`config.mk`:
```
export PLATFORM = sky130hd
export DESIGN_NAME = booth_mult_seq
export DESIGN_NICKNAME = d
export VERILOG_FILES = /design/src/rtl/mult_pkg.sv /design/src/rtl/booth4_pp.sv /design/src/rtl/booth_mult_seq.sv
export SDC_FILE = /design/constraint.sdc
export NUM_CORES = 1
export LEC_CHECK = 0
export ABC_AREA = 0
export CORE_MARGIN = 8
export CORE_UTILIZATION = 45
export CTS_CLUSTER_SIZE = 28
export DETAILED_ROUTE_END_ITERATION = 12
export PLACE_DENSITY = 0.74
export SLEW_MARGIN = 30
export SYNTH_ARGS = -nofsm -noshare
export SYNTH_HDL_FRONTEND = slang
export SYNTH_HIERARCHICAL = 1
export SYNTH_SLANG_ARGS = --single-unit
```
`constraint.sdc`:
```
create_clock -name clk -period 8.6 [get_ports clk]
set_input_delay 1.72 -clock clk [delete_from_list [all_inputs] [get_ports clk]]
set_output_delay 1.72 -clock clk [all_outputs]
set_load 0.02 [all_outputs]
```
`src/rtl/mult_pkg.sv`:
```
// Shared constants, FSM encoding and step-count helper for the sequential Booth multiplier.
package mult_pkg;

  localparam int CHUNK = 4;
  localparam int ACC_W = 36;

  typedef enum logic [1:0] {
    IDLE = 2'd0,
    RUN  = 2'd1,
    DONE = 2'd2
  } state_t;

  function automatic int steps(input int width);
    return width / CHUNK;
  endfunction

endpackage

```
`src/rtl/booth4_pp.sv`:
```
// Combinational radix-16 Booth partial product: pp = digit(w) * mc, sign-extended.
module booth4_pp
  import mult_pkg::*;
#(
  parameter int WIDTH = 32,
  parameter int PPW   = WIDTH + CHUNK
) (
  input  logic [WIDTH-1:0] mc,
  input  logic [4:0]       w,
  output logic [PPW-1:0]   pp
);

  // (w0-w1) + 2(w1-w2) + 4(w2-w3) + 8(w3-w4) collapses to w0 + w1 + 2w2 + 4w3 - 8w4, range -8..8.
  logic signed [5:0]     digit;
  logic signed [PPW-1:0] digit_x;
  logic signed [PPW-1:0] mc_x;

  always_comb begin
    digit   = $signed({5'b0, w[0]}) + $signed({5'b0, w[1]}) + $signed({4'b0, w[2], 1'b0})
            + $signed({3'b0, w[3], 2'b0}) - $signed({2'b0, w[4], 3'b0});
    digit_x = PPW'(digit);
    mc_x    = PPW'($signed(mc));
    pp      = digit_x * mc_x;
  end

endmodule

```
`src/rtl/booth_mult_seq.sv`:
```
// Sequential signed multiplier, one radix-16 Booth step per cycle; start/busy/done handshake.
// Optional MULT_ZERO_BYPASS_EN: a zero operand skips the RUN steps and finishes in one cycle.
module booth_mult_seq
  import mult_pkg::*;
#(
  parameter int WIDTH = 32
) (
  input  logic               clk,
  input  logic               reset,
  input  logic               start,
  input  logic [WIDTH-1:0]   a,
  input  logic [WIDTH-1:0]   b,
  output logic               busy,
  output logic               done,
  output logic [2*WIDTH-1:0] product
);

  localparam int STEPS = steps(WIDTH);
  localparam int AW    = WIDTH + CHUNK;   // ACC_W for the default 32-bit build
  localparam int CW    = $clog2(STEPS);

  state_t              state, nxt;
  logic [CW-1:0]       cnt;
  logic [WIDTH-1:0]    mc, lo;
  logic [AW-1:0]       hi;
  logic                prev;
  logic [AW-1:0]       pp, s;
  logic [AW+WIDTH-1:0] sh;
  logic                accept, last, zero_op;

  booth4_pp #(.WIDTH(WIDTH), .PPW(AW)) u_pp (
    .mc (mc),
    .w  ({lo[3:0], prev}),
    .pp (pp)
  );

`ifdef MULT_ZERO_BYPASS_EN
  assign zero_op = (a == '0) || (b == '0);
`else
  assign zero_op = 1'b0;
`endif

  assign accept = (state == IDLE) && start;
  assign last   = (cnt == CW'(STEPS - 1));
  assign s      = hi + pp;
  assign sh     = $signed({s, lo}) >>> CHUNK;
  assign busy   = (state != IDLE);
  assign done   = (state == DONE);

  always_ff @(posedge clk) begin
    if (reset) state <= IDLE;
    else       state <= nxt;
  end

  always_comb begin
    nxt = state;
    case (state)
      IDLE:    if (start) nxt = zero_op ? DONE : RUN;
      RUN:     if (last) nxt = DONE;
      DONE:    nxt = IDLE;
      default: nxt = IDLE;
    endcase
  end

  always_ff @(posedge clk) begin
    if (reset) begin
      mc      <= '0;
      lo      <= '0;
      hi      <= '0;
      prev    <= 1'b0;
      cnt     <= '0;
      product <= '0;
    end else if (accept) begin
      mc   <= a;
      lo   <= b;
      hi   <= '0;
      prev <= 1'b0;
      cnt  <= '0;
      if (zero_op) product <= '0;
    end else if (state == RUN) begin
      // lo shifts out consumed multiplier bits while product bits shift in from the accumulator.
      {hi, lo} <= sh;
      prev     <= lo[3];
      cnt      <= cnt + 1'b1;
      if (last) product <= sh[2*WIDTH-1:0];
    end
  end

endmodule

```
# Word-level counts from Yosys, hierarchy flattened

Cells that the tools add are included.

Register bits: 166
Bits of input ports: 67
Output and inout port bits: 66
Word-level logic and storage cells: 32

Add/subtract/negate cells: 6
$mul: 1
Equal/unequal tests: 5
Mux-type cells: 5
Bitwise operators: 1
Reduce and logical (&&, ||, !) cells: 7

Operator list:

| kind                                                             | number |
|---|---|
| 32-bit 2-to-1 mux                                                | 2 |
| 36-bit adder                                                     | 1 |
| 6-bit by 32-bit multiplier with 36-bit output                    | 1 |
| 6-bit by 3-bit adder with 6-bit output                           | 1 |
| 6-bit by 4-bit adder with 6-bit output                           | 1 |
| 6-bit by 5-bit subtractor with 6-bit output                      | 1 |
| 2-bit 2-to-1 mux                                                 | 2 |
| 2-bit != test (second input constant)                            | 2 |
| 2-bit one-hot mux with 2 select lines                            | 1 |
| 2-bit nonzero test                                               | 2 |
| 3-bit by 1-bit adder with 3-bit output (second input constant)   | 1 |
| 3-bit == test (second input constant)                            | 1 |
| 3-bit AND reduction                                              | 1 |
| 1-bit by 1-bit adder with 2-bit output                           | 1 |
| 2-bit by 1-bit == test with 1-bit output (second input constant) | 1 |
| 2-bit == test (second input constant)                            | 1 |
| 2-bit zero test                                                  | 1 |
| 2-bit AND reduction                                              | 1 |
| 2-bit OR reduction                                               | 1 |
| 1-bit logical AND                                                | 1 |
| 1-bit inverter                                                   | 1 |

# Longest topological paths before layout

Gate-level depths: netlist of run 1.

Depth in word-level cells: 8
Depth in mapped cells: 32

# Modules after synthesis

Netlist of run 1, hierarchy kept.

Modules (own cells, without submodules):

| module         | instances | cells an instance | area each (µm²) |
|---|---|---|---|
| booth_mult_seq | 1         | 1,052             | 8,119.0 |
| booth4_pp      | 1         | 735               | 5,883.1 |

# Worst setup path after synthesis of run 1

Ideal clock, no wire load.

Kind: register -> register
From: reg lo[1]
To: reg product[63]
Setup time: 115 ps
Arrival time: 6,706 ps
Data required time: 8,485 ps
Slack: 1,780 ps
Stages on the path, launching flop included: 31
Buffers on the path: 2
Clock period less this slack: 6,820 ps
Path through: dfxtp_1 -> inv_1 -> ha_1 -> o21bai_1 -> a21o_1 -> clkbuf_1 -> nor2_1 -> fa_1 -> inv_1 -> fa_1 -> fa_1 -> inv_1 -> ha_1 -> nor2b_2 -> o2111ai_1 -> a21oi_2 -> o41ai_4 -> a31oi_1 -> a21oi_2 -> mux2i_1 -> o2111ai_1 -> ha_1 -> clkbuf_1 -> inv_1 -> o21ai_0 -> o211a_1 -> o21a_1 -> o21ai_0 -> o21ai_1 -> xor3_1 -> o21a_1

Longest elaborated chain between the ends: 5

Ends and longest elaborated chain:

| what                                          | RTL line             | text |
|---|---|---|
| start, declared                               | booth_mult_seq.sv:24 | `logic [WIDTH-1:0] mc, lo;` |
| start signal, assigned                        | booth_mult_seq.sv:82 | `{hi, lo} <= sh;` |
| 6-bit by 3-bit adder with 6-bit output        | booth4_pp.sv:19      | `digit = $signed({5'b0, w[0]}) + $signed({5'b0, w[1]}) + $signed({4'b0, w[2], 1'b0})` |
| 6-bit by 4-bit adder with 6-bit output        | booth4_pp.sv:20      | `+ $signed({3'b0, w[3], 2'b0}) - $signed({2'b0, w[4], 3'b0});` |
| 6-bit by 5-bit subtractor with 6-bit output   | booth4_pp.sv:20      |  |
| 6-bit by 32-bit multiplier with 36-bit output | booth4_pp.sv:23      | `pp = digit_x * mc_x;` |
| via pp[25]                                    | booth_mult_seq.sv:27 | `logic [AW-1:0] pp, s;` |
| 36-bit adder                                  | booth_mult_seq.sv:45 | `assign s = hi + pp;` |
| end signal, assigned                          | booth_mult_seq.sv:85 | `if (last) product <= sh[2*WIDTH-1:0];` |
| end, declared                                 | booth_mult_seq.sv:15 | `output logic [2*WIDTH-1:0] product` |

The timed path passes the listed nets, and every way through them passes these cells.
A chain may end at the register's enable or synchronous reset.

# Final worst setup path of run 1

From: reg lo[1]
To: reg product[60]

Same word-level chain as after synthesis.

==> impl_metrics.ini, run 1 <==
[clock_network]
cts_buffers = 17
clock-sinks = 166
clockBufferDepth = 2
cts_tree = built
path_clk_slew_ns = 0.07
insertion_delay_ns = 0.44
htree_levels = 4
root_buffer = clkbuf_16
postCtsSetupBuffers = 0
ctsHoldBuffers = 0
post_cts_resized = 0

[synth]
synth-async-reset-ratio_pct = 0
synth_compound_area_share_pct = 18.0
syn_area_per_cell_um2 = 7.84
synth_top_family_by_area = adder cells
synth_fa_ha_area_share_pct = 23.7
synth_nets = 2061
yosys_most_used_dff = dfxtp_1
netlist_area_um2 = 14000
ys_warn_count = 6
synthSimpleGateAreaFrac_pct = 22.7
syn_inst = 1787
synth_xor_area_share_pct = 3.55
ys_types = 71
seq_area_frac_synth_pct = 23.7
muxShareOfSynthArea_pct = 0.214
ys_seq_elements = 166
synth-edff-count = 0

[power]
p_total_uw = 3080
cellLeakagePower_uw = 0.00680
swShare_pct = 42.1
power_frac_comb_pct = 46.7
power_density_nw_per_um2 = 190
power_frac_seq_pct = 27.4
p_int_uw = 1780
peakVddDrop_mv = 0.158
p_clk_share_pct = 25.9
power_switching_uw = 1300

[worst_setup_path]
path_class = flip-flop to flip-flop
critPathSlowestCell = fa_1
worstPathMaxFanout = 27
start_kind = flip-flop
cp-end-kind = flip-flop
crit_arrival_ns = 8.15
cpLargestDelayFamily = compound AO/OA/AOI/OAI gates
slowest_delay_ns = 0.57
critPathBufInv = 3
cp.required_ns = 8.92

[job]
maxCapViolations = 0

[timing]
setup-tns-final_ns = 0
worst_pin_slew_ns = 0.851
rsz0062_at_grt = false
max_slew_margin_pct = 43.3
setup_violations = 0
timing.fmax_mhz = 128
post-route-min-period_ns = 7.83
post-route-period-util_pct = 91.1
drv_slew = 0
clock_skew_ns = 0.0254
hold_violations = 0

[grt]
overflow = 0
met1_usage_pct = 23.5
grt_use_total_pct = 19.8
grt_busiest_layer = met2
grt.met2_usage_pct = 36.2
grt_pass1_vias = 12300
grt_pass1_wl_um = 60600
grt_max_degree = 81
antenna_found_initial = 0
grtUsageMet3_pct = 3.13

[outcome]
outcome = finished clean

[die]
initial_utilization_pct = 45.8
rows = 64
io_pins = 133
die-area_um2 = 37000
die_h_um = 192
dieWidth_um = 192
core-area_um2 = 30600

[drt]
drtAntennaViolNets = 0
via_count = 12500
viasPerCell = 5.51
dr.pass1.iters = 5
drt_wl_total_um = 36800
avgRoutedWirePerCell_um = 16.2
drt_iter0_drc = 801
drc = 0

[place]
place_congestion = 0.911
dpl.hpwl_um = 27600
port-buffer-count = 132

[layout]
layout-drive-gt1-share_pct = 4.54
layout_commonest_cell = nand2_1
layout_common_cells = nand2_1, inv_1, a21oi_1, dfxtp_1, clkdlybuf4s50_1
diodes = 0
fillerInstances = 2924
area_growth_pct = 15.7
nets = 2135

[min_path]
hold_class = flip-flop to flip-flop
-- worst min-delay path: cells and delay by family (launching register included) --
kind	cells	cell delay (ns)
AOI/OAI and AO/OA	1	0.05
and+or+nand+nor	1	0.05
DFF	1	0.31
-- cell usage after synthesis (all sizes together), types with 23 or more instances --
| master | number | area share [%] |
|---|---|---|
| nor2 | 90 | 2.4 |
| clkbuf | 71 | 1.9 |
| nand3 | 32 | 1.2 |
| nor2b | 39 | 1.8 |
| a21oi | 203 | 7.4 |
| o21ai | 38 | 1.4 |
| ha | 110 | 9.8 |
| dfxtp | 166 | 24 |
| buf | 23 | 0.67 |
| xnor2 | 34 | 2.1 |
| a22oi | 31 | 1.7 |
| fa | 97 | 14 |
| nand2 | 293 | 7.9 |
| and2 | 98 | 4.4 |
| inv | 206 | 5.5 |
-- flip-flops by register name, summed over array words and instances, names as in the netlist --
register,cells
cnt,3
hi,32
lo,32
mc,32
prev,1
product,64
state,2
-- layout make-up --
type | instances | area, µm² | area share (%)
multi-input combinational | 1321 | 9570 | 59.1
sequential | 166 | 3320 | 20.5
clock inverter | 13 | 159 | 0.981
timing repair buffer | 149 | 1450 | 8.93
inverter | 206 | 773 | 4.77
tap | 396 | 495 | 3.06
clock buffer | 19 | 433 | 2.67
-- logic make-up (layout without fill, tap and decap cells) --
kind of cell               Yosys count  in the layout
xor gates and xnor gates            55             55
DFF                                166            166
and+or+nand+nor                    656            656
AOI/OAI and AO/OA                  400            400
muxes                                3              3
buffers and inverters              300            387
adders and majority gates          207            207
-- path summary, 6_finish.rpt --
kind | from | to | slack (ns) | cells after the start
setup reg to reg | lo[1]$_SDFFE_PP0P_ | product[60]$_SDFFE_PP0P_ | 0.77 | 27
setup / recovery | lo[1]$_SDFFE_PP0P_ | product[60]$_SDFFE_PP0P_ | 0.77 | 27
hold / removal | product[29]$_SDFFE_PP0P_ | product[29]$_SDFFE_PP0P_ | 0.45 | 2
hold reg to reg | product[29]$_SDFFE_PP0P_ | product[29]$_SDFFE_PP0P_ | 0.45 | 2
-- power by group through the flow --
stage | sequential (µW) | clock (µW) | combinational [µW]
after CTS | 843 | 814 | 1430
after global placement | 859 | 0 | 1390
final | 843 | 798 | 1440
after detailed placement | 860 | 0 | 1420
after floorplan | 846 | 0 | 1080
after global routing | 848 | 844 | 1610
-- through the flow --
stage          area [µm²]  instances  hold slack, ns  setup slack, ns  utilization [%]
6_report            16200       2270           0.454            0.769             53.0
3_5_place_dp        15600       2238           0.446            0.664             51.0
3_3_place_gp        15600       2238           0.444            0.953             51.0
2_1_floorplan       14000       1787           0.436             1.78                -
5_1_grt             16200       2270           0.470            0.219             53.0
4_1_cts             16200       2270           0.456            0.563             53.0
-- per-layer routing --
layer	vias to the layer above	wire (µm)
met5	-	0
met4	0	739
met3	41	1360
met2	253	19000
met1	6136	15700
li1	6085	-
(Power assumes the default switching activity.)
==> run 2, diff against run 1 <==
Settings changed: GPL_ROUTABILITY_DRIVEN set to 0.
==> run 2 against run 1 <==
Against the previous run:
- fmax shrank 1.4%
- power down 1.2%
- clock skew shrank 0.016 ns
- cell area down 0.19%
- combinational power about the same
- worst setup slack worse by 0.11 ns
- clock-buffer cell count is 3 higher
- non-clock buffer count down 2
- largest power group unchanged
- utilization is 0.10 points lower
- hold slack better by 0.00095 ns
- routed wire length down 1.2%
- sequential share of layout area barely moved
==> impl_metrics.ini, run 2 (synthesis results as in run 1) <==
[outcome]
outcome = finished clean

[clock_network]
insertion_delay_ns = 0.44
post_cts_resized = 0
postCtsSetupBuffers = 0
clock-sinks = 166
ctsHoldBuffers = 0
cts_tree = built
path_clk_slew_ns = 0.07
cts_buffers = 17
root_buffer = clkbuf_16
htree_levels = 4
clockBufferDepth = 2

[timing]
max_slew_margin_pct = 50.8
post-route-period-util_pct = 92.4
timing.fmax_mhz = 126
setup_ws_ns = 0.656
worst_pin_slew_ns = 0.738
clock_skew_ns = 0.00949
rsz0062_at_grt = false
setup_violations = 0
hold_violations = 0
drv_slew = 0
post-route-min-period_ns = 7.94
hold-worst-slack_ns = 0.455
setup-tns-final_ns = 0

[power]
swShare_pct = 41.7
p_clk_share_pct = 25.3
cellLeakagePower_uw = 0.00679
power_frac_comb_pct = 47.0
power_switching_uw = 1270
power_frac_seq_pct = 27.7
p_total_uw = 3040
power_density_nw_per_um2 = 188
p_int_uw = 1770
peakVddDrop_mv = 0.162

[die]
core-area_um2 = 30600
die_h_um = 192
io_pins = 133
dieWidth_um = 192
rows = 64
initial_utilization_pct = 45.8
die-area_um2 = 37000

[worst_setup_path]
critPathBufInv = 3
rrSetupSlack_ns = 0.66
cpLargestDelayFamily = compound AO/OA/AOI/OAI gates
cp-end-kind = flip-flop
worstReg2RegEnd = product[60]$_SDFFE_PP0P_
slowest_delay_ns = 0.57
path_class = flip-flop to flip-flop
crit_arrival_ns = 8.27
reg2reg_from = lo[1]$_SDFFE_PP0P_
cp.required_ns = 8.92
critPathSlowestCell = nor4b_1
worstPathMaxFanout = 27
start_kind = flip-flop
reg2reg_depth = 28

[layout]
largest_reg_flops = 64
layout_common_cells = nand2_1, inv_1, a21oi_1, dfxtp_1, clkdlybuf4s50_1
diodes = 0
finish.instance_area_um2 = 16200
layout_commonest_cell = nand2_1
nets = 2133
layout-drive-gt1-share_pct = 4.39
regMostFlops = product
area_growth_pct = 15.5

[grt]
grt_pass1_vias = 12200
grt_max_degree = 96
grt_use_total_pct = 19.5
grt_pass1_wl_um = 59800
overflow = 0
antenna_found_initial = 0

[drt]
drc = 0
drt_iter0_drc = 749
dr.pass1.iters = 5
drt_wl_total_um = 36300
avgRoutedWirePerCell_um = 16.0
drtAntennaViolNets = 0
via_count = 12500
viasPerCell = 5.51

[min_path]
holdPathEnd = product[50]$_SDFFE_PP0P_
min_path_cells = 2
hold_class = flip-flop to flip-flop
hold_start = product[50]$_SDFFE_PP0P_

[job]
maxCapViolations = 0

[place]
placed_cell_area_um2 = 15600
port-buffer-count = 132
dpl.hpwl_um = 27100
dpl_worst_slack_ns = 0.506
run 2: cell types whose count changed in the layout (fill, tap and decap cells not counted), sizes merged:
cell / before / now
buf: 18 / 16
inv: 213 / 210
bufinv: 2 / 1
clkinvlp: 4 / 0
clkinv: 0 / 3
clkbuf: 19 / 22
run 2: metrics by stage:
stage / std cells / utilization, %
after floorplan: 1787 / -
after global placement: 2236 / 51.0
after detailed placement: 2236 / 51.0
after CTS: 2266 / 52.8
after global routing: 2266 / 52.9
final: 2266 / 52.9
run 2: final cells by class:
type	instances	area, µm²
Clock buffer	22	484
Multi-Input combinational cell	1321	9570
Fill cell	2919	14400
Sequential cell	166	3320
Clock inverter	8	87.6
Inverter	206	773
Tap cell	396	495
Timing Repair Buffer	147	1440
run 2: worst min-delay path, stage by stage (launching register included):
cell and delay [ns]:
dfxtp_1 0.31, nand2_1 0.05, a21oi_1 0.05
run 2: worst max path at each step:
stage / start / to / cells past startpoint
global route: prev$_SDFFE_PP0P_ / hi[28]$_SDFFE_PP0P_ / 29
finish: lo[1]$_SDFFE_PP0P_ / product[60]$_SDFFE_PP0P_ / 28
CTS: lo[1]$_SDFFE_PP0P_ / product[60]$_SDFFE_PP0P_ / 28
global placement: prev$_SDFFE_PP0P_ / product[60]$_SDFFE_PP0P_ / 29
floorplan: lo[1]$_SDFFE_PP0P_ / product[63]$_SDFFE_PP0P_ / 30
detailed placement: lo[1]$_SDFFE_PP0P_ / product[60]$_SDFFE_PP0P_ / 28
run 2: layer usage:
layer  up-vias  routed length, µm  part of all wire, %  track usage, %
met5         -                  0                    0               0
met4         0                856                  2.4            6.20
met3        48               1580                  4.3            3.56
met2       280              18500                   51            34.3
met1      6079              15400                   42            23.8
li1       6074                  -                    -               -
run 2: power by group through the flow:
stage                     Clock, µW  Sequential [µW]  Combinational, µW
after floorplan                   0              846               1080
after global placement            0              858               1380
after detailed placement          0              860               1410
after CTS                       788              843               1420
after global routing            814              848               1600
final                           770              842               1430
==> run 3, diff against run 2 <==
Settings changed: ABC_CLOCK_PERIOD_IN_PS set to 8600, CAP_MARGIN set to 15.
==> results of run 3 <==
Final layout, timing and power as in run 2 (identical DEF).
